==> src/rtl/decode_stage.sv <==
// IF/ID decode stage: 2-entry skid buffer feeding the immediate sign-extender.
// Optional out_illegal flag is enabled with `define DECODE_ILLEGAL_TRAP_EN.
module decode_stage #(
    parameter int              XLEN     = 32,
    parameter logic [XLEN-1:0] RESET_PC = '0
) (
    input  logic            clk,
    input  logic            rst_n,
    input  logic            flush,
    input  logic            in_valid,
    output logic            in_ready,
    input  logic [XLEN-1:0] in_instr,
    input  logic [XLEN-1:0] in_pc,
    output logic            out_valid,
    input  logic            out_ready,
    output logic [24:0]     out_instr,
    output logic [1:0]      out_imm_src,
    output logic [XLEN-1:0] out_pc,
    output logic            out_uses_imm,
    output logic            out_reg_write,
    output logic            out_mem_write,
    output logic            out_branch,
    output logic            out_jump
`ifdef DECODE_ILLEGAL_TRAP_EN
    ,
    output logic            out_illegal
`endif
);

    typedef struct packed {
        logic [24:0]     instr;
        logic [1:0]      imm_src;
        logic [XLEN-1:0] pc;
        logic            uses_imm;
        logic            reg_write;
        logic            mem_write;
        logic            branch;
        logic            jump;
`ifdef DECODE_ILLEGAL_TRAP_EN
        logic            illegal;
`endif
    } entry_t;

    function automatic entry_t decode(input logic [XLEN-1:0] instr, input logic [XLEN-1:0] pc);
        entry_t e;
        e       = '0;
        e.instr = instr[31:7];
        e.pc    = pc;
        case (instr[6:0])
            7'b0000011, 7'b0010011: begin
                e.uses_imm  = 1'b1;
                e.reg_write = 1'b1;
            end
            7'b1100111: begin
                e.uses_imm  = 1'b1;
                e.reg_write = 1'b1;
                e.jump      = 1'b1;
            end
            7'b0100011: begin
                e.imm_src   = 2'b01;
                e.uses_imm  = 1'b1;
                e.mem_write = 1'b1;
            end
            7'b1100011: begin
                e.imm_src = 2'b10;
                e.branch  = 1'b1;
            end
            7'b1101111: begin
                e.imm_src   = 2'b11;
                e.reg_write = 1'b1;
                e.jump      = 1'b1;
            end
            7'b0110011: e.reg_write = 1'b1;
            default: begin
`ifdef DECODE_ILLEGAL_TRAP_EN
                e.illegal = 1'b1;
`endif
            end
        endcase
`ifdef DECODE_ILLEGAL_TRAP_EN
        // Compressed/invalid length encodings trap with every other flag cleared.
        if (instr[1:0] != 2'b11) begin
            e.imm_src   = 2'b00;
            e.uses_imm  = 1'b0;
            e.reg_write = 1'b0;
            e.mem_write = 1'b0;
            e.branch    = 1'b0;
            e.jump      = 1'b0;
            e.illegal   = 1'b1;
        end
`endif
        return e;
    endfunction

    entry_t main_q, skid_q, in_entry;
    logic   main_valid, skid_valid;
    logic   in_fire, out_fire, main_free;

    // Handshake: a transfer happens on a rising edge where valid && ready are both high;
    // valid never waits on ready, and in_ready depends only on registered skid state.
    assign in_ready  = !skid_valid;
    assign out_valid = main_valid;
    assign in_fire   = in_valid && in_ready && !flush;
    assign out_fire  = main_valid && out_ready;
    assign main_free = out_fire || !main_valid;
    assign in_entry  = decode(in_instr, in_pc);

    always_ff @(posedge clk or negedge rst_n) begin
        if (!rst_n) begin
            main_valid <= 1'b0;
            skid_valid <= 1'b0;
            main_q     <= '0;
            skid_q     <= '0;
        end else if (flush) begin
            main_valid <= 1'b0;
            skid_valid <= 1'b0;
        end else if (main_free) begin
            // Skid holds the older word, so it always wins the main slot.
            if (skid_valid) begin
                main_q     <= skid_q;
                main_valid <= 1'b1;
                skid_valid <= 1'b0;
            end else if (in_fire) begin
                main_q     <= in_entry;
                main_valid <= 1'b1;
            end else begin
                main_valid <= 1'b0;
            end
        end else if (in_fire) begin
            skid_q     <= in_entry;
            skid_valid <= 1'b1;
        end
    end

    assign out_instr     = main_valid ? main_q.instr   : '0;
    assign out_imm_src   = main_valid ? main_q.imm_src : 2'b00;
    assign out_pc        = main_valid ? main_q.pc      : RESET_PC;
    assign out_uses_imm  = main_valid && main_q.uses_imm;
    assign out_reg_write = main_valid && main_q.reg_write;
    assign out_mem_write = main_valid && main_q.mem_write;
    assign out_branch    = main_valid && main_q.branch;
    assign out_jump      = main_valid && main_q.jump;
`ifdef DECODE_ILLEGAL_TRAP_EN
    assign out_illegal   = main_valid && main_q.illegal;
`endif

endmodule
==> config.mk <==
export PLATFORM = sky130hd
export DESIGN_NAME = decode_stage
export DESIGN_NICKNAME = d
export VERILOG_FILES = /design/src/rtl/decode_stage.sv
export SDC_FILE = /design/constraint.sdc
export NUM_CORES = 1
export LEC_CHECK = 0
export CAP_MARGIN = 10
export CORE_ASPECT_RATIO = 1.4
export CORE_UTILIZATION = 50
export DETAILED_ROUTE_END_ITERATION = 8
export GPL_TIMING_DRIVEN = 0
export HOLD_SLACK_MARGIN = 0.12
export PLACE_DENSITY = 0.86
export SYNTH_ARGS = -nofsm -noshare
export SYNTH_HDL_FRONTEND = slang
export SYNTH_SLANG_ARGS = --single-unit
==> constraint.sdc <==
create_clock -name clk -period 1.7 [get_ports clk]
set_input_delay 0.255 -clock clk [delete_from_list [all_inputs] [get_ports clk]]
set_output_delay 0.255 -clock clk [all_outputs]
set_load 0.02 [all_outputs]
== Yosys cells after proc, flatten, opt, wreduce, memory -nomap -nowiden ==
Cells that the tools add are included.
Storage, ports and cells
  word-level logic and storage cells: 65
  bits of input ports: 69
  flip-flop bits (word level): 130
Cells by class
  reductions and logical operators: 20
  eq/ne operators: 7
  multiplexer cells: 18
  bitwise operators: 2
Operators by type and width (number)
  $mux W64: 2
  $mux W32: 1
  $mux W25: 1
  $eq A7 B7 Y1 const B: 3
  $eq A7 B6 Y1 const B: 2
  $mux W1: 12
  $logic_and A1 B1 Y1: 8
  $eq A7 B2 Y1 const B: 1
  $eq A7 B5 Y1 const B: 1
  $pmux W2 S3: 1
  $reduce_and A3 Y1: 2
  $reduce_or A5 Y1: 1
  $reduce_bool A2 Y1: 2
  $reduce_or A4 Y1: 1
  $logic_not A1 Y1: 3
  $reduce_bool A3 Y1: 1
  $mux W2: 1
  $not A1 Y1: 2
  $reduce_or A2 Y1: 1
  $logic_or A1 B1 Y1: 1

== Logic depth before layout (Yosys ltp) ==
Gate-level depths: netlist of run 1.
  word-level depth: 7
  depth in mapped cells: 8
  mapped depth without buffers: 4

== Worst setup path after synthesis of run 1 ==
Ideal clock, no wire load.
  kind: reg2reg
  start point: register main_valid, in the netlist out_valid
  end point: register main_q[19] (netlist bit)
  buffers on the path: 3
  clock period less this slack: 1.638 ns
  path slack: 0.062 ns
  stages on the path, launching flop included: 8
  required time: 1.577 ns
  setup time: 0.123 ns
  arrival: 1.515 ns
  cells stage by stage: dfrtp_1 and2b_4 or3_4 buf_6 buf_6 buf_6 nand2_1 o21ai_1
On the way
  word-level cells in the longest chain between the ends: 3
Ends and longest elaborated chain
  start: declaration: line 96  | logic main_valid, skid_valid;
  start signal: assignment: line 110  | main_valid <= 1'b0;
  start signal: assignment: line 115  | main_valid <= 1'b0;
  start signal: assignment: line 121  | main_valid <= 1'b1;
  $logic_and A1 B1 Y1 or $logic_not A1 Y1 (tied branches): line 104, 105
  $logic_or A1 B1 Y1 (*): line 105  | assign main_free = out_fire || !main_valid;
  $reduce_and A3 Y1 (no line) (*)
  end signal: assignment: line 120  | main_q <= skid_q;
  end signal: assignment: line 124  | main_q <= in_entry;
  end: declaration: line 95  | entry_t main_q, skid_q, in_entry;
Every way passes the cells marked *; elsewhere a longest branch is shown, timed or not.
A chain may end at the register's enable or synchronous reset.

== Worst setup path in the final report of run 1 ==
  start point: register main_valid, in the netlist out_valid
  end point: output out_pc[16]
On the way
  word-level cells in the longest chain between the ends: 1
Ends and longest elaborated chain
  $mux W32: line 137  | assign out_pc = main_valid ? main_q.pc : RESET_PC;
  end: declaration: line 18  | output logic [XLEN-1:0] out_pc,
Every way passes these cells.

==> results of run 1 <==
==> stage by stage <==
stage          utilization  cell area [µm²]
5_1_grt             0.7297             8358
3_5_place_dp        0.6533             7482
3_3_place_gp        0.6508             7453
4_1_cts             0.6893             7895
6_report            0.7297             8358
2_1_floorplan            -             5932
==> placed cells by master (no fill, tap or decap), types with 14 or more instances in the layout <==
| cell | netlist | layout |
|---|---|---|
| dfrtp_1 | 130 | 129 |
| clkdlybuf4s50_1 | 0 | 67 |
| nand2_1 | 71 | 61 |
| mux2i_1 | 57 | 57 |
| mux2_2 | 57 | 57 |
| o21ai_0 | 56 | 47 |
| buf_6 | 3 | 43 |
| and2_4 | 0 | 35 |
| buf_2 | 16 | 31 |
| and2_1 | 64 | 29 |
| clkbuf_16 | 0 | 20 |
| o21ai_1 | 10 | 14 |
==> critical path: stages, from the launching register on <==
cell     delay (ns)
dfrtp_2        0.45
buf_8          0.17
buf_8          0.14
and2_1         0.14
buf_2          0.15
==> report_power, final <==
| part | switching [W] | internal [W] |
|---|---|---|
| Combinational | 0.000732 | 0.000929 |
| Sequential | 0.000336 | 0.00370 |
| Clock | 0.00129 | 0.00188 |
| Total | 0.00236 | 0.00651 |
==> final cells by class <==
class / instances / area (µm²)
Buffer: 35 / 302.8
Clock buffer: 21 / 450.4
Clock inverter: 11 / 65.06
Fill cell: 788 / 3095
Inverter: 2 / 7.507
Multi-Input combinational cell: 359 / 2663
Sequential cell: 130 / 3254
Tap cell: 144 / 180.2
Timing Repair Buffer: 144 / 1435
==> final timing paths <==
kind,start,slack (ns),to,depth (start not counted)
setup / recovery,out_valid,-0.002,out_pc[16],4
hold / removal,rst_n,0.28,main_q[18],2
setup reg to reg,out_valid,0.01,main_q[19],7
hold reg to reg,main_q[47],0.48,main_q[47],2
max in group asynchronous,rst_n,0.60,main_q[15],3
min in group clk,main_q[47],0.48,main_q[47],2
==> routing by layer <==
metal | global-route usage | wire [µm] | up-vias
met3 | 0.05093 | 564 | 12
met4 | 0.07783 | 151 | 0
met1 | 0.2907 | 5883 | 2243
met2 | 0.4204 | 7688 | 107
li1 | - | - | 2139
met5 | 0 | 0 | -
==> flip-flops by register name (all words and copies together), names as in the netlist <==
| name | cells |
|---|---|
| skid_valid | 1 |
| out_valid | 1 |
| main_q | 64 |
| skid_q | 64 |
==> repair_timing <==
item	CTS	global route
endpoints found under the setup margin	151	180
endpoints found under the hold margin	24	0
hold buffers	1	0
setup buffers	2	1
gates cloned	2	3
pin swaps	1	11
resized for setup	309	157
==> logic make-up (layout without fill, tap and decap cells) <==
family | Yosys count | in the layout
buf+inv | 37 | 213
mux | 114 | 114
flops | 130 | 130
simple gates | 159 | 159
compound gates | 85 | 85
xor+xnor | 1 | 1
==> flow_metrics.py, run 1 <==
metrics = {
    "logic_synthesis": {
        "syn_nets": 595,
        "avgSynthCellArea_um2": 11.28,
        "synth-seq-cells": 130,
        "synth_compound_area_frac": 0.07868,
        "synth_top_cell_by_area": "dfrtp_1",
        "ys_warn_count": 0,
        "synth_cell_types": 32,
        "mappedNetlistArea_um2": 5932,
        "syn-instance-count": 526,
        "synth_adder_area_share": 0,
        "synth_flop_cell": "dfrtp_1",
        "synth_area_leaders": "dfrtp_1 (55%), mux2_2 (11%), mux2i_1 (9.6%), and2_1 (6.7%), o21ai_0 (4.7%)",
        "synth_top_family_by_area": "multiplexers",
        "synth_common_cells": "dfrtp_1 (130), nand2_1 (71), and2_1 (64), mux2_2 (57), mux2i_1 (57)",
        "ys_seq_area_frac": 0.5484,
        "synth_mux_area_frac": 0.2044,
        "synth_top_area_frac": 0.5484,
        "synthArstFlopShare": 1.000,
        "yosys.area_share.simple": 0.1365,
        "synthXorXnorAreaFrac": 0.001476,
        "yosysMostFrequentCell": "dfrtp_1",
        "synth_edf_count": 0,
    },
    "sta": {
        "worst_pin_slew_ns": 0.7354,
        "hold_slack_ns": 0.2828,
        "hold_viol_final": 0,
        "fin_worst_skew_ns": 0.008432,
        "fin_crit_ns": 1.702,
        "setup_violations": 4,
        "setup_tns_ns": -0.004965,
        "max_freq_mhz": 587.6,
        "min_period_over_period": 1.001,
        "slew_headroom": 0.5097,
        "rsz0062_at_grt": "yes",
        "setup_slack_ns": -0.001818,
        "maxSlewViolCount": 0,
    },
    "layout": {
        "antenna_cells": 0,
        "final_layout_size_suffix_gt1_frac": 0.3575,
        "instances_no_fill": 846,
        "area_delta_synth_final_pct": 40.90,
        "nNetsFinal": 758,
    },
    "floorplanning": {
        "core-area_um2": 11450,
        "initial_core_util": 0.5179,
        "design.die.area_um2": 12310,
        "chipHeight_um": 130.9,
        "rows": 46,
        "die_x_um": 94.06,
        "ios": 135,
    },
    "power_and_ir_drop": {
        "p_total_w": 0.008869,
        "power.leakage_nw": 3.753,
        "powerDensity_nw_per_um2": 1061,
        "vdd_ir_drop_max_mv": 0.9212,
    },
    "global_route": {
        "antenna_found_initial": 0,
        "grt_overflow_total": 0,
        "grt_pass1_wl_um": 22510,
        "grt_pass1_vias": 4632,
        "grt.total_usage": 0.2385,
        "grt_max_degree": 107,
    },
    "clocking": {
        "htreeDepth": 4,
        "cts_root_buffer": "clkbuf_16",
        "cts_tree": "yes",
        "clock_latency_ns": 0.40,
        "cts-buffers-inserted": 17,
        "clock_path_buffers": 2,
        "clk_pin_slew_worst_paths_ns": 0.05,
        "cts_sinks": 130,
    },
    "run_status": {
        "violations": "setup timing",
        "status": "complete, but fails checks",
    },
    "job": {
        "drv_cap": 0,
    },
    "place": {
        "dp_slack_ns": -0.6037,
        "io_buffers": 134,
        "hpwl_um": 9654,
        "gp_congestion": 0.8253,
        "dpl.cell_count": 805,
    },
    "setup_path": {
        "worstPathArrival_ns": 1.45,
        "required_ns": 1.44,
        "crit_path_max_fanout": 10,
        "worstSetupPathType": "flip-flop to output pin",
        "end_kind": "output pin",
        "startpoint_type": "flip-flop",
    },
    "drt": {
        "drtIter0Drc": 180,
        "drc": 0,
        "wl_um": 14290,
        "routedWlPerCell_um": 16.89,
        "dr.pass1.iters": 5,
        "via_count": 4501,
        "final_antenna_net_count": 0,
        "drt-vias-per-instance": 5.320,
    },
    "worst_hold_path": {
        "hp-class": "input pin to asynchronous set/reset pin",
    },
}
No activity file was read; power rests on OpenSTA's default activity.
==> run 2: changes to the inputs <==
Settings changed: GPL_ROUTABILITY_DRIVEN set to 0.
==> results of run 2 <==
Same layout as run 1: the final DEF is identical, and so are final timing and power.
==> run 3: changes to the inputs <==
Settings changed: CAP_MARGIN 10 to not set, CORE_UTILIZATION 50 to 52, CTS_BUF_LIST set to sky130_fd_sc_hd__clkbuf_8, CTS_CLUSTER_SIZE set to 24, PLACE_DENSITY 0.86 to 0.88.
==> run 3 against run 2 <==
The run still ends with setup timing left. Combinational power hardly changed. Clock-buffer cell count is 2 lower. Total power fell by 3.9%. Fmax decreased by 4.8%. Critical endpoint is now main_q[11].
==> flow_metrics.py, run 3 (same netlist as run 1, synthesis figures left out) <==
metrics = {
    "run_status": {
        "status": "complete, but fails checks",
        "violations": "setup timing",
    },
    "job": {
        "drv_cap": 0,
    },
    "layout": {
        "multiInputGateArea_um2": 2693,
        "sequential_cell_area_um2": 3253,
        "instances_no_fill": 843,
        "layout_common_cells": "dfrtp_1 (130), clkdlybuf4s50_1 (67), nand2_1 (60)",
        "area_delta_synth_final_pct": 39.72,
        "biggestRegsByFlops": "main_q (64), skid_q (64)",
        "antenna_cells": 0,
        "final_layout_size_suffix_gt1_frac": 0.3604,
        "nNetsFinal": 759,
        "final_common_cell": "dfrtp_1",
        "nFillCells": 732,
    },
    "drt": {
        "routedWlPerCell_um": 17.34,
        "wl_um": 14620,
        "via_count": 4614,
        "drc": 0,
        "drt-vias-per-instance": 5.473,
        "drtIter0Drc": 181,
        "dr.pass1.iters": 4,
        "final_antenna_net_count": 0,
    },
    "floorplanning": {
        "rows": 45,
        "ios": 135,
        "design.die.area_um2": 11840,
        "chipHeight_um": 128.4,
        "core-area_um2": 10980,
        "initial_core_util": 0.5403,
        "die_x_um": 92.27,
    },
    "setup_path": {
        "end_kind": "flip-flop",
        "worstSetupPathType": "flip-flop to flip-flop",
        "timing.rr.start": "out_valid",
        "startpoint_type": "flip-flop",
        "worstPathArrival_ns": 2.09,
        "crit_path_max_fanout": 6,
        "startpoint": "out_valid",
        "required_ns": 2.01,
    },
    "clocking": {
        "clock_latency_ns": 0.42,
        "clk_pin_slew_worst_paths_ns": 0.07,
        "cts_tree": "yes",
        "cts-buffers-inserted": 17,
        "cts_sinks": 130,
        "clock_path_buffers": 2,
        "cts_root_buffer": "clkbuf_8",
        "htreeDepth": 4,
    },
    "power_and_ir_drop": {
        "p_total_w": 0.008520,
        "vdd_ir_drop_max_mv": 0.7206,
        "power.leakage_nw": 3.727,
        "powerDensity_nw_per_um2": 1028,
    },
    "sta": {
        "setup_tns_ns": -0.8290,
        "worst_pin_slew_ns": 0.4729,
        "slew_headroom": 0.6847,
        "hold_viol_final": 0,
        "maxSlewViolCount": 0,
        "setup_slack_ns": -0.08698,
        "setup_violations": 21,
        "min_period_over_period": 1.051,
        "fin_crit_ns": 1.787,
        "rsz0062_at_grt": "yes",
        "fin_worst_skew_ns": 0.007633,
        "hold_slack_ns": 0.2870,
        "max_freq_mhz": 559.6,
    },
    "global_route": {
        "grt_pass1_wl_um": 23200,
        "antenna_found_initial": 0,
        "grt_pass1_vias": 4704,
        "grt_max_degree": 96,
        "grt.total_usage": 0.2523,
        "grt_overflow_total": 0,
    },
    "place": {
        "hpwl_um": 9838,
        "dp_slack_ns": -0.6076,
        "io_buffers": 134,
        "dpl.cell_count": 802,
    },
    "worst_hold_path": {
        "hp-class": "input pin to asynchronous set/reset pin",
    },
}
run 3: cell types whose count changed in the layout (fill, tap and decap cells not counted), sizes merged, moves of 2 or more:
cell           before  now
clkdlybuf4s15       1    4
buf                95   97
inv                 2    4
bufinv              0    4
clkinv              7    3
clkbuf             35   29
run 3: path summary, 6_finish.rpt:
| kind | end | slack, ns | depth (start not counted) |
|---|---|---|---|
| min in group clk | skid_q[6] | 0.47 | 2 |
| hold reg to reg | main_q[35] | 0.47 | 2 |
| setup / recovery | main_q[11] | -0.09 | 8 |
| setup reg to reg | main_q[11] | -0.09 | 8 |
| max in group asynchronous | skid_q[27] | 0.64 | 3 |
| hold / removal | skid_q[49] | 0.29 | 2 |
run 3: final cells by class:
class,instances,area share
buffer,34,0.04363
clock buffer,19,0.03155
clock inverter,12,0.01993
inverter,2,0.0009058
multi-input combinational,359,0.3249
sequential,130,0.3925
tap,141,0.02129
timing repair buffer,146,0.1653
run 3: critical path, stage by stage (launching register included):
cell	delay, ns
dfrtp_1	0.42
buf_6	0.13
and2b_4	0.17
or3_4	0.37
buf_8	0.16
buf_12	0.14
clkbuf_16	0.16
nand2_2	0.05
o21ai_1	0.05
run 3: through the flow:
stage,instance area (µm²),utilization
floorplan,5932,-
global placement,7450,0.6785
detailed placement,7478,0.6811
CTS,7775,0.7081
global route,8288,0.7549
finish,8288,0.7549
run 3: timing repair:
item,in CTS,in global routing
hold buffers,1,0
resized for setup,316,158
gates cloned,0,3
pin swaps,1,13
buffers inserted,3,4
hold endpoints to repair,35,0
endpoints found under the setup margin,152,190
run 3: power by group:
group | internal (W) | switching [W] | total [W]
Combinational | 0.000921 | 0.000762 | 0.00168
Sequential | 0.00369 | 0.000330 | 0.00402
Clock | 0.00165 | 0.00117 | 0.00282
Total | 0.00626 | 0.00226 | 0.00852
run 3: layer usage:
metal	vias to the layer above	routed length [µm]	global-route usage
li1	2124	-	-
met1	2321	5818	0.3032
met2	141	7806	0.4412
met3	28	624	0.05319
met4	0	365	0.1039
met5	-	0	0
